[config.mk]
export PLATFORM = sky130hd
export DESIGN_NAME = tick_timebase
export DESIGN_NICKNAME = d
export VERILOG_FILES = /design/src/rtl/tick_timebase_pkg.sv /design/src/rtl/tick_timebase_btn_debounce_pulse.sv /design/src/rtl/tick_timebase.sv
export SDC_FILE = /design/constraint.sdc
export NUM_CORES = 1
export LEC_CHECK = 0
export CAP_MARGIN = 25
export CORE_MARGIN = 1.5
export CORE_UTILIZATION = 45
export CTS_CLUSTER_DIAMETER = 100
export DETAILED_ROUTE_END_ITERATION = 6
export GPL_ROUTABILITY_DRIVEN = 0
export MAX_ROUTING_LAYER = met4
export PLACE_DENSITY = 0.64
export SLEW_MARGIN = 20
export SYNTH_ARGS = -nofsm -noshare
export SYNTH_HDL_FRONTEND = slang
export SYNTH_SLANG_ARGS = --single-unit
export TNS_END_PERCENT = 100
[constraint.sdc]
create_clock -name fpga_clk -period 3.8 [get_ports fpga_clk]
set_input_delay 0.95 -clock fpga_clk [delete_from_list [all_inputs] [get_ports fpga_clk]]
set_output_delay 0.95 -clock fpga_clk [all_outputs]
set_load 0.05 [all_outputs]
[src/rtl/tick_timebase_pkg.sv]
// Shared types and sizing helpers for the tick timebase.
// Provides the run/pause/step state enum and divider width math.
package tick_timebase_pkg;

  typedef enum logic [1:0] {
    RUN    = 2'd0,
    PAUSED = 2'd1,
    STEP   = 2'd2
  } tb_state_e;

  function automatic int half_of(input int clk_hz,
                                 input int tick_hz);
    return clk_hz / (2 * tick_hz);
  endfunction

  function automatic int width_of(input int n);
    return (n < 2) ? 1 : $clog2(n);
  endfunction

endpackage

[src/rtl/tick_timebase_btn_debounce_pulse.sv]
// Button conditioner: 2-flop sync, stable-level debounce, press pulse.
// clk_i/rst_i clock+async reset, btn_i raw button, press_o 1-cycle press.
module btn_debounce_pulse
  import tick_timebase_pkg::*;
#(
  parameter int DEBOUNCE_CYCLES = 500_000
) (
  input  logic clk_i,
  input  logic rst_i,
  input  logic btn_i,
  output logic press_o
);

  localparam int DW = width_of(DEBOUNCE_CYCLES);
  localparam logic [DW-1:0] LAST = DW'(DEBOUNCE_CYCLES - 1);

  if (DEBOUNCE_CYCLES < 1) begin : g_bad_db
    $error("btn_debounce_pulse: DEBOUNCE_CYCLES < 1");
  end

  logic          sync1_q, sync2_q;
  logic [DW-1:0] cnt_q, cnt_d;
  logic          db_q, db_d;
  logic          armed_q, armed_d;
  logic          press_q, press_d;
  logic          done;

  always_ff @(posedge clk_i or posedge rst_i) begin
    if (rst_i) begin
      sync1_q <= 1'b0;
      sync2_q <= 1'b0;
      cnt_q   <= '0;
      db_q    <= 1'b0;
      armed_q <= 1'b0;
      press_q <= 1'b0;
    end else begin
      sync1_q <= btn_i;
      sync2_q <= sync1_q;
      cnt_q   <= cnt_d;
      db_q    <= db_d;
      armed_q <= armed_d;
      press_q <= press_d;
    end
  end

  // Until the button has been seen stably released after reset,
  // the debouncer stays disarmed so a held button cannot fire.
  always_comb begin
    cnt_d   = '0;
    db_d    = db_q;
    armed_d = armed_q;
    press_d = 1'b0;
    done    = (cnt_q == LAST);
    if (!armed_q) begin
      if (!sync2_q) begin
        if (done) armed_d = 1'b1;
        else      cnt_d   = cnt_q + DW'(1);
      end
    end else if (sync2_q != db_q) begin
      if (done) begin
        db_d    = sync2_q;
        press_d = sync2_q;
      end else begin
        cnt_d = cnt_q + DW'(1);
      end
    end
  end

  assign press_o = press_q;

endmodule

[src/rtl/tick_timebase.sv]
// Run/pause/single-step square-wave timebase with debounced buttons.
// fpga_clk, sys_init_ctrl (async high reset), run_btn, step_btn in;
// clk_1Hz level, tick rise pulse, running flag out.
module tick_timebase
  import tick_timebase_pkg::*;
#(
  parameter int CLK_HZ          = 50_000_000,
  parameter int TICK_HZ         = 1,
  parameter int DEBOUNCE_CYCLES = 500_000
) (
  input  logic fpga_clk,
  input  logic sys_init_ctrl,
  input  logic run_btn,
  input  logic step_btn,
  output logic clk_1Hz,
  output logic tick,
  output logic running
);

  localparam int HALF = half_of(CLK_HZ, TICK_HZ);
  localparam int W    = width_of(HALF);
  localparam logic [W-1:0] LASTC = W'(HALF - 1);

  if (HALF < 2) begin : g_bad_half
    $error("tick_timebase: HALF must be >= 2");
  end

  logic run_press, step_press;

  btn_debounce_pulse #(
    .DEBOUNCE_CYCLES(DEBOUNCE_CYCLES)
  ) u_run_db (
    .clk_i  (fpga_clk),
    .rst_i  (sys_init_ctrl),
    .btn_i  (run_btn),
    .press_o(run_press)
  );

  btn_debounce_pulse #(
    .DEBOUNCE_CYCLES(DEBOUNCE_CYCLES)
  ) u_step_db (
    .clk_i  (fpga_clk),
    .rst_i  (sys_init_ctrl),
    .btn_i  (step_btn),
    .press_o(step_press)
  );

  tb_state_e    state_q, state_d;
  logic [W-1:0] cnt_q, cnt_d;
  logic         clk_q, clk_d;
  logic         tick_q, tick_d;
  logic         wrap;

  always_ff @(posedge fpga_clk or posedge sys_init_ctrl) begin
    if (sys_init_ctrl) begin
      state_q <= RUN;
      cnt_q   <= '0;
      clk_q   <= 1'b0;
      tick_q  <= 1'b0;
    end else begin
      state_q <= state_d;
      cnt_q   <= cnt_d;
      clk_q   <= clk_d;
      tick_q  <= tick_d;
    end
  end

  assign wrap = (cnt_q == LASTC);

  // Run press wins over step press when both land in PAUSED.
  always_comb begin
    state_d = state_q;
    cnt_d   = cnt_q;
    clk_d   = clk_q;
    tick_d  = 1'b0;
    unique case (state_q)
      RUN: begin
        if (run_press) begin
          state_d = PAUSED;
          cnt_d   = '0;
          clk_d   = 1'b0;
        end else begin
          cnt_d = wrap ? '0 : cnt_q + W'(1);
          if (wrap) begin
            clk_d  = ~clk_q;
            tick_d = ~clk_q;
          end
        end
      end
      PAUSED: begin
        if (run_press) begin
          state_d = RUN;
        end else if (step_press) begin
          state_d = STEP;
          cnt_d   = '0;
          clk_d   = 1'b1;
          tick_d  = 1'b1;
        end
      end
      STEP: begin
        if (wrap) begin
          state_d = PAUSED;
          cnt_d   = '0;
          clk_d   = 1'b0;
        end else begin
          cnt_d = cnt_q + W'(1);
        end
      end
      default: begin
        state_d = RUN;
        cnt_d   = '0;
        clk_d   = 1'b0;
      end
    endcase
  end

  assign clk_1Hz = clk_q;
  assign tick    = tick_q;
  assign running = (state_q == RUN);

endmodule

==> flow_summary.ini <==
[floorplan]
die_h_um = 95.29
initial_core_util = 0.4664
pin_count = 7
rows = 33
floorplan.core_area_mm2 = 0.008217
die_width_um = 95.29
die-area_mm2 = 0.009079

[power_and_ir_drop]
final_total_power_mw = 1.497
combPwrFrac = 0.027
share_seq_of_total_power = 0.556
vdd.ir_drop.worst_mv = 0.1817
net-switching-power_mw = 0.3534
cell_internal_pwr_mw = 1.143
power.clock.fraction = 0.417
power_density_cells_mw_per_mm2 = 358.2
power.static_leakage_nw = 1.805
sw_frac_of_total = 0.2362

[global_routing]
grt_max_degree = 78
grt_first_pass_wirelength_um = 12320
antenna_found_initial = 0
globalRouteTotalUtil = 0.1823
grt_pass1_vias = 2620
grt-ovfl-total = 0

[synthesis]
synthSimpleGateAreaFrac = 0.2651
yosys-mux-area-fraction = 0.008488
synth_xor_xnor_area_share = 0.08684
async_reset_ff_frac = 1.000
synth.cell_area_mm2 = 0.003832
synth_largest_type_area_fraction = 0.5028
seq_area_frac_synth = 0.5028
synth_enable_flop_cells = 0
area_share_of_fa_ha_maj_cells_after_synthesis = 0.009794
instance_count_of_the_mapped_netlist = 404
dominantRegCellSynth = dfrtp_1
syn_avg_cell_area_um2 = 9.486
synthTopCellsByArea = dfrtp_1 (50%), nor2_1 (5.8%), xnor2_1 (4.8%)
synth_top_area_cell = dfrtp_1
yosys_warnings = 0
ys_types = 47
synth_compound_gate_area_share = 0.09109
syn_nets = 411
synth_top_family_by_area = simple AND/OR/NAND/NOR gates
most_frequent_cell_after_synthesis = dfrtp_1
ys_ff_latch = 77
post_synth_most_frequent_cells = dfrtp_1 (77), nor2_1 (59), nand3_1 (32), nand2_1 (29), xnor2_1 (21)

[layout]
total_inserted_antenna_cells = 0
fin_nets = 418
proportion_of_layout_cells_with_a_drive_suffix_above_1 = 0.07212
area_delta_synth_final_pct = 9.011
fillCellCount = 770

[timing]
worst_pin_slew_ns = 0.6235
max_freq_mhz = 366.6
grt_setup_unrepaired = no
timing.final.crit_share = 0.7179
layout_setup_ws_ns = 1.072
period_needed_ns = 2.728
clock_skew_ns = 0.01378
relSlewSlack = 0.5811
total_setup_violations_reported_at_the_end_of_the_flow = 0
final-max-slew-violation-count = 0
timing.setup.tns_ns = 0
hold_vio_cnt_final = 0

[hold_path]
hold_depth = 0
holdCritPathClass = flop to flop

[clocking]
root_buffer_cell = clkbuf_8
clockBufferDepth = 2
cts_htree_levels = 3
clock_tree_from_tritoncts = built
clk_transition_reported_paths_ns = 0.08
numCtsBuffers = 9
numClockSinks = 77
cts.repair_timing.setup_buffer_count = 0
post_cts.resized_instances = 0
cts-hold-fix-buffers = 0
clock_insertion_delay_worst_skew_ns = 0.36

[detailed_routing]
dr.pass1.iters = 4
drt-wirelength-per-cell_um = 13.44
drt_iter0_drc = 217
antenna_left = 0
via_count = 2823
vias_per_cell = 5.418
post-route-drc-count = 0
sum_of_routed_wire_length_over_all_layers_um = 7002

[critical_path]
worstPathCellList = nor2_1 > clkdlybuf4s50_1
critical_path.n_buffers_inverters = 1
worst_r2r_path_depth = 7
timing.critical_path.slowest_stage_cell = clkdlybuf4s50_1
crit_required_ns = 2.85
arrival_ns = 1.78
cp_top_family = buffers and inverters
timing.setup.critical_path_class = flop to output port
cp-end-kind = output port
start_kind = flop
crit_cells = 2
critical_path_peak_fanout = 11
critical_path.max_stage_delay_ns = 0.81

[job]
max_cap_viols = 0

[place]
place.detailed.hpwl_um = 4654
preCtsSetupSlack_ns = 1.387
numPortBuffers = 6

[run_status]
status = finished, final reports clean
-- logic make-up (layout without fill, tap and decap cells) --
| kind of cell | after synthesis | after routing |
|---|---|---|
| AND/OR/NAND/NOR | 198 | 198 |
| flip-flops | 77 | 77 |
| buffers and inverters | 29 | 41 |
| adder cells (fa/ha/maj) | 3 | 3 |
| multiplexers | 3 | 3 |
| AO/OA/AOI/OAI | 56 | 56 |
| XOR/XNOR | 38 | 38 |
-- through the flow --
stage	hold WS, ns	utilization	cell area (µm²)	cells
CTS	0.3569	0.5085	4178	521
detailed placement	0.3395	0.4845	3981	505
floorplan	0.3312	-	3832	404
global route	0.3640	0.5085	4178	521
finish	0.3561	0.5085	4178	521
global placement	0.3387	0.4845	3981	505
-- power groups by stage --
stage,logic (mW),clock network [mW],registers [mW]
floorplan,0.0287,0,0.847
global placement,0.0409,0,0.848
detailed placement,0.0419,0,0.849
CTS,0.0421,0.647,0.832
global route,0.0485,0.682,0.834
finish,0.0401,0.624,0.832
-- final timing paths --
kind | start | end | slack [ns]
max in group asynchronous | sys_init_ctrl | u_run_db.cnt_q[15]$_DFF_PP0_ | 2.49
setup reg to reg | cnt_q[0]$_DFFE_PP0P_ | cnt_q[24]$_DFFE_PP0P_ | 1.33
hold reg to reg | u_run_db.sync1_q$_DFF_PP0_ | u_run_db.sync2_q$_DFF_PP0_ | 0.36
min in group asynchronous | sys_init_ctrl | tick$_DFF_PP0_ | 1.00
hold / removal | u_run_db.sync1_q$_DFF_PP0_ | u_run_db.sync2_q$_DFF_PP0_ | 0.36
setup / recovery | state_q[0]$_DFFE_PP0P_ | running | 1.07
-- routing by layer --
layer  share of wire  global-route usage  vias up
met4           0.010             0.06343        0
met5               0                   -        -
li1                -                   -     1422
met3           0.035             0.04785        7
met1            0.50              0.2472     1346
met2            0.45              0.2636       48
-- registers in the layout, summed over array words and instances, names as in the netlist, 2 cells and up --
| name | flops |
|---|---|
| u_step_db.cnt_q | 19 |
| u_run_db.cnt_q | 19 |
| state_q | 2 |
| cnt_q | 25 |
-- area by class of cell --
class                      count  area (µm²)  share of cell area
timing repair buffer           9       95.09             0.02276
clock buffer                   9       123.9             0.02965
clock inverter                 7       72.57             0.01737
multi-input combinational    298        1768              0.4232
tap                          105       131.4             0.03145
inverter                      16       60.06             0.01438
sequential                    77        1927              0.4612
-- worst register-to-register path: stages (launching register included) --
cell     delay (ns)
dfrtp_1        0.41
ha_1           0.22
nand3_1        0.22
nor3_1         0.47
a31oi_2        0.34
buf_4          0.31
a21o_1         0.18
a22o_1         0.21
-- placed cells by master (no fill, tap or decap), drive strengths merged, types with 2 or more instances in the layout --
cell type / n
inv: 18
nand2: 29
a31oi: 11
clkdlybuf4s50: 6
o21ai: 13
clkinvlp: 2
or3: 6
a22o: 4
and2: 4
dfrtp: 77
nand2b: 6
xor2: 17
and4: 2
ha: 3
nor4: 6
or4: 3
nand4: 12
nand3: 32
clkbuf: 9
and3: 11
or2b: 2
nor3: 13
buf: 3
clkinv: 2
nor2b: 3
xnor2: 21
or2: 4
mux2: 2
nor4bb: 2
nand4b: 2
nor2: 59
a21oi: 16
a21o: 6
(Power assumes the default switching activity.)
